==> config.mk <==
export PLATFORM = sky130hd
export DESIGN_NAME = seq_event_monitor_flat
export DESIGN_NICKNAME = d
export VERILOG_FILES = /design/src/rtl/seq_mon_pkg.sv /design/src/rtl/seq_event_monitor_if.sv /design/src/rtl/sat_counter.sv /design/src/rtl/seq_event_monitor.sv /design/src/flat_wrapper.sv
export SDC_FILE = /design/constraint.sdc
export NUM_CORES = 1
export LEC_CHECK = 0
export ABC_AREA = 1
export CORE_MARGIN = 10
export CORE_UTILIZATION = 35
export DETAILED_ROUTE_END_ITERATION = 7
export PLACE_DENSITY = 0.56
export SYNTH_ARGS = -nofsm -noshare
export SYNTH_HDL_FRONTEND = slang
export SYNTH_SLANG_ARGS = --single-unit
==> constraint.sdc <==
create_clock -name clk -period 3.6 [get_ports clk]
set_input_delay 0.72 -clock clk [delete_from_list [all_inputs] [get_ports clk]]
set_output_delay 0.72 -clock clk [all_outputs]
set_load 0.005 [all_outputs]
==> src/rtl/seq_mon_pkg.sv <==
// ============================================================================
// Module   : seq_mon_pkg
// Brief    : Shared types for the detector event monitor.
// Revision : 1.0 - initial release
// ============================================================================
`default_nettype none

package seq_mon_pkg;

   typedef enum logic [1:0] {
      IDLE  = 2'd0,
      START = 2'd1,
      RUN   = 2'd2
   } mon_state_t;

endpackage

`default_nettype wire

==> src/rtl/seq_event_monitor_if.sv <==
// ============================================================================
// Module   : seq_event_monitor_if
// Brief    : Detector input, control strobes and event status bundle.
// Revision : 1.0 - initial release
// ============================================================================
`default_nettype none

interface seq_event_monitor_if #(
   parameter int CNT_W = 8,
   parameter int LEN_W = 8
);
   logic             det;
   logic             ack;
   logic             clr;
   logic             evt_pulse;
   logic [CNT_W-1:0] evt_count;
   logic [LEN_W-1:0] last_len;
   logic             irq;
   logic             busy;

   modport master (
      output det, ack, clr,
      input  evt_pulse, evt_count, last_len, irq, busy
   );

   modport slave (
      input  det, ack, clr,
      output evt_pulse, evt_count, last_len, irq, busy
   );
endinterface

`default_nettype wire

==> src/rtl/sat_counter.sv <==
// ============================================================================
// Module   : sat_counter
// Brief    : Up-counter that sticks at all-ones; clr beats load1 beats inc.
// Revision : 1.0 - initial release
// ============================================================================
`default_nettype none

module sat_counter #(
   parameter int W = 8
) (
   input  wire logic         clk,
   input  wire logic         reset,
   input  wire logic         clr,
   input  wire logic         inc,
   input  wire logic         load1,
   output logic      [W-1:0] q
);

   localparam logic [W-1:0] c_MAX = '1;

   logic [W-1:0] r_q;

   always_ff @(posedge clk or negedge reset) begin
      if (!reset) begin
         r_q <= '0;
      end else if (clr) begin
         r_q <= '0;
      end else if (load1) begin
         r_q <= W'(1);
      end else if (inc && (r_q != c_MAX)) begin
         r_q <= r_q + W'(1);
      end
   end

   assign q = r_q;

endmodule

`default_nettype wire

==> src/rtl/seq_event_monitor.sv <==
// ============================================================================
// Module   : seq_event_monitor
// Brief    : Turns each det-high run into one event; counts, measures, alerts.
// Revision : 1.0 - initial release
// ============================================================================
`default_nettype none

module seq_event_monitor
   import seq_mon_pkg::*;
#(
   parameter int CNT_W  = 8,
   parameter int LEN_W  = 8,
   parameter int THRESH = 4
) (
   input  wire logic          clk,
   input  wire logic          reset,
   seq_event_monitor_if.slave bus
);

   generate
      if ((THRESH < 1) || (THRESH > ((2 ** CNT_W) - 1))) begin : g_bad_thresh
         $error("seq_event_monitor: THRESH out of range 1..2^CNT_W-1");
      end
   endgenerate

   // irq fires when the pre-increment count sits one below the threshold
   localparam logic [CNT_W-1:0] c_THRESH_M1 = CNT_W'(THRESH - 1);

   mon_state_t       r_state;
   logic             r_evt_pulse;
   logic             r_busy;
   logic             r_irq;
   logic [LEN_W-1:0] r_last_len;

   logic             w_start;
   logic             w_in_run;
   logic             w_run_inc;
   logic             w_run_end;
   logic             w_set;
   logic [CNT_W-1:0] w_evt_count;
   logic [LEN_W-1:0] w_run_len;

   assign w_start   = (r_state == IDLE) && bus.det;
   assign w_in_run  = (r_state != IDLE);
   assign w_run_inc = w_in_run && bus.det;
   assign w_run_end = w_in_run && !bus.det;
   assign w_set     = w_start && (w_evt_count == c_THRESH_M1);

   always_ff @(posedge clk or negedge reset) begin
      if (!reset) begin
         r_state     <= IDLE;
         r_evt_pulse <= 1'b0;
         r_busy      <= 1'b0;
      end else begin
         r_evt_pulse <= 1'b0;
         r_busy      <= bus.det;
         case (r_state)
            IDLE: begin
               if (bus.det) begin
                  r_state     <= START;
                  r_evt_pulse <= 1'b1;
               end
            end
            START:   r_state <= bus.det ? RUN : IDLE;
            RUN:     r_state <= bus.det ? RUN : IDLE;
            default: r_state <= IDLE;
         endcase
      end
   end

   sat_counter #(.W(CNT_W)) u_evt_count (
      .clk   (clk),
      .reset (reset),
      .clr   (bus.clr),
      .inc   (w_start),
      .load1 (1'b0),
      .q     (w_evt_count)
   );

   sat_counter #(.W(LEN_W)) u_run_len (
      .clk   (clk),
      .reset (reset),
      .clr   (w_run_end),
      .inc   (w_run_inc),
      .load1 (w_start),
      .q     (w_run_len)
   );

   // clr outranks both the capture and the set taking place on the same edge
   always_ff @(posedge clk or negedge reset) begin
      if (!reset) begin
         r_last_len <= '0;
         r_irq      <= 1'b0;
      end else if (bus.clr) begin
         r_last_len <= '0;
         r_irq      <= 1'b0;
      end else begin
         if (w_run_end) begin
            r_last_len <= w_run_len;
         end
         if (w_set) begin
            r_irq <= 1'b1;
         end else if (bus.ack) begin
            r_irq <= 1'b0;
         end
      end
   end

   assign bus.evt_pulse = r_evt_pulse;
   assign bus.evt_count = w_evt_count;
   assign bus.last_len  = r_last_len;
   assign bus.irq       = r_irq;
   assign bus.busy      = r_busy;

endmodule

`default_nettype wire
==> src/flat_wrapper.sv <==
// flat-port wrapper written by rule: the top's interface ports become plain ports
module seq_event_monitor_flat import seq_mon_pkg::*;
#(
   parameter int CNT_W  = 8,
   parameter int LEN_W  = 8,
   parameter int THRESH = 4
)
  (clk, reset, bus_det, bus_ack, bus_clr, bus_evt_pulse, bus_evt_count, bus_last_len, bus_irq, bus_busy);
  seq_event_monitor_if #(.CNT_W(CNT_W), .LEN_W(LEN_W)) bus_i ();
  input  wire logic clk;
  input  wire logic reset;
  input wire logic [$bits(bus_i.det)-1:0] bus_det;
  input wire logic [$bits(bus_i.ack)-1:0] bus_ack;
  input wire logic [$bits(bus_i.clr)-1:0] bus_clr;
  output wire logic [$bits(bus_i.evt_pulse)-1:0] bus_evt_pulse;
  output wire logic [$bits(bus_i.evt_count)-1:0] bus_evt_count;
  output wire logic [$bits(bus_i.last_len)-1:0] bus_last_len;
  output wire logic [$bits(bus_i.irq)-1:0] bus_irq;
  output wire logic [$bits(bus_i.busy)-1:0] bus_busy;
  assign bus_i.det = bus_det;
  assign bus_i.ack = bus_ack;
  assign bus_i.clr = bus_clr;
  assign bus_evt_pulse = bus_i.evt_pulse;
  assign bus_evt_count = bus_i.evt_count;
  assign bus_last_len = bus_i.last_len;
  assign bus_irq = bus_i.irq;
  assign bus_busy = bus_i.busy;
  seq_event_monitor #(.CNT_W(CNT_W), .LEN_W(LEN_W), .THRESH(THRESH)) u_core (.clk(clk), .reset(reset), .bus(bus_i));
endmodule
==> impl_metrics.yaml <==
setup_path:
  critical_path_buf_inv_count: 1
  crit_path_start: "u_core.u_evt_count.q[2]"
  critical-path-top-delay-family: "buffers and inverters"
  max_stage_delay_ps: 550
  crit_fanout: 6
  crit_arrival_ps: 1300
  cp-endpoint: "bus_evt_count[2]"
  crit_type: "reg2out"
  crit_cells: 1
  r2r_cells: 9
  r2r_setup_slack_ps: 2120
  r2r_end: "u_core.u_evt_count.q[2]"
  worstPathRequired_ps: 2880
  regToRegStartpoint: "u_core.u_evt_count.q[0]"
  end_kind: "output pin"
  startpoint_type: "register"
  path_cells: "clkdlybuf4s50_1"
  cpMaxStageDelayCell: "clkdlybuf4s50_1"
global_route:
  grt_overflow: 0
  grt_max_degree: 30
  grtUsageTotal_pct: 10.7
  grt_pass1_wl_um: 6330
  grt_pass1_vias: 1303
  antenna_found_initial: 0
yosys:
  synth_top_area_share_pct: 48.2
  yosysSeqAreaShare_pct: 48.2
  synthCells: 182
  synthesis.nets: 190
  synth_area_mm2: 0.00151
  synth_cell_types: 24
  synth_area_per_cell_um2: 8.28
  yosysTopAreaCell: "dfrtp_1"
  synth_warnings: 0
  synth.area.top_cells: "dfrtp_1, nand2_1, nand3_1"
  ys_seq_elements: 29
floorplanning:
  pin_count: 24
  core_mm2: 0.00409
  rows: 23
  fp.dieW_um: 85.6
  die_h_um: 85.6
  start_util_pct: 36.9
  die_area_mm2: 0.00733
finish:
  fill_cells: 401
  layout_common_cells: "nand2_1, dfrtp_1, clkdlybuf4s50_1, inv_1, nand3_1"
  layout_commonest_cell: "nand2_1"
  fin_nets: 218
  fin_cells: 260
  drive_gt1_share_pct: 11.9
  antenna_cells: 0
  syn_to_final_growth_pct: 24.5
cts:
  clkTransAtPathRegs_ps: 60
  root_buffer: "clkbuf_8"
  cts.hold.buffers_added: 0
  cts_sinks: 29
  cts_tree: "done"
  clk_latency_ps: 290
  clock_path_buffers: 2
  post_cts_buffers: 0
  htree_num_levels: 2
  numCtsBuffers: 5
  cts_resized: 0
sta:
  post-route-min-period_ps: 2020
  setup_tns_ps: 0
  period_share_pct: 56.1
  fmax_mhz: 495
  worst_pin_slew_ps: 386
  slew_violations: 0
  setup_violations: 0
  skew_ps: 8.33
  rsz0062_at_grt: "false"
  relSlewSlack_pct: 74.2
  hold_viol: 0
place:
  gp_congestion: 0.804
  io_buffers: 23
  dpl.hpwl_um: 2620
  dp_cells: 253
routing:
  routed_via_density: 4.92
  ant_nets: 0
  drt_drc_violations_left: 0
  drtIter0Drc: 109
  routed_wl_um: 3590
  wire_per_inst_um: 13.8
  vias: 1278
  first_pass_iters: 4
pwr:
  leakage_nw: 0.876
  power-per-cell-area_mw_per_mm2: 535
  vdd_drop_max_mv: 0.301
outcome:
  status: "finished clean"
job:
  maxCapViolations: 0
min_path:
  worstHoldStart: "u_core.bus.last_len[7]"
  hold_class: "reg2reg"
==> Yosys cell counts (all sizes together) <==
cell     n
nand3b   2
nor3     2
dfrtp   29
nand2   46
buf      3
nand4    4
a21oi    5
o21ai   19
xor2     6
nand3   22
ha       3
inv     26
nor2    13
o21a     1
o31ai    1
==> where the power goes <==
part           leakage [nW]  internal, mW  switching [mW]
logic                 0.439         0.120           0.186
registers             0.392         0.375          0.0423
clock network        0.0443         0.152           0.128
total                 0.876         0.646           0.357
==> kinds of logic (layout without fill, tap and decap cells) <==
logic type               count (synthesis)  in the layout  share of synthesized area (%)
flip-flops                              29             29                           48.2
AO/OA/AOI/OAI                           26             26                           9.72
XOR/XNOR                                 6              6                           3.49
adder cells (fa/ha/maj)                  3              3                           2.49
buffers and inverters                   29             57                           7.64
AND/OR/NAND/NOR                         89             89                           28.5
==> sequential cells by signal, summed over array words and instances (netlist names) <==
signal	cells
u_core.bus.busy	1
u_core.r_state	2
u_core.bus.last_len	8
u_core.bus.evt_pulse	1
u_core.u_evt_count.q	8
u_core.bus.irq	1
u_core.u_run_len.q	8
==> how the worst min path moves through the flow <==
stage	end	slack, ps	cells after the start
final	u_core.bus.last_len[7]	520	2
after global routing	u_core.bus.last_len[5]	540	2
after CTS	u_core.bus.last_len[5]	520	2
after floorplan	u_core.bus.busy	420	0
after global placement	u_core.r_state[0]	510	2
after detailed placement	u_core.bus.last_len[5]	510	2
==> area by class of cell <==
type / instances / area [um^2] / area share [%]
sequential: 29 / 726 / 38.7
multi-input combinational: 124 / 666 / 35.5
timing repair buffer: 24 / 238 / 12.7
inverter: 26 / 97.6 / 5.20
clock buffer: 7 / 86.3 / 4.60
tap: 50 / 62.6 / 3.34
==> routing by layer <==
metal	vias to the layer above	global-route usage (%)	part of all wire, %
li1	643	-	-
met1	593	12.7	46
met2	32	16.8	47
met3	10	4.54	5.1
met4	0	3.89	1.9
met5	-	0	0
==> stage by stage <==
step                      cell area, um^2  util [%]  worst slack [ps]  power, mW  hold slack, ps
final                                1880      45.9              1580       1.00             519
after global routing                 1880      45.9              1480       1.08             541
after CTS                            1880      45.9              1570       1.01             522
after detailed placement             1790      43.8              1330      0.730             506
after global placement               1790      43.8              1350      0.726             506
after floorplan                      1510         -              2090      0.616             424
(Power assumes the default switching activity.)
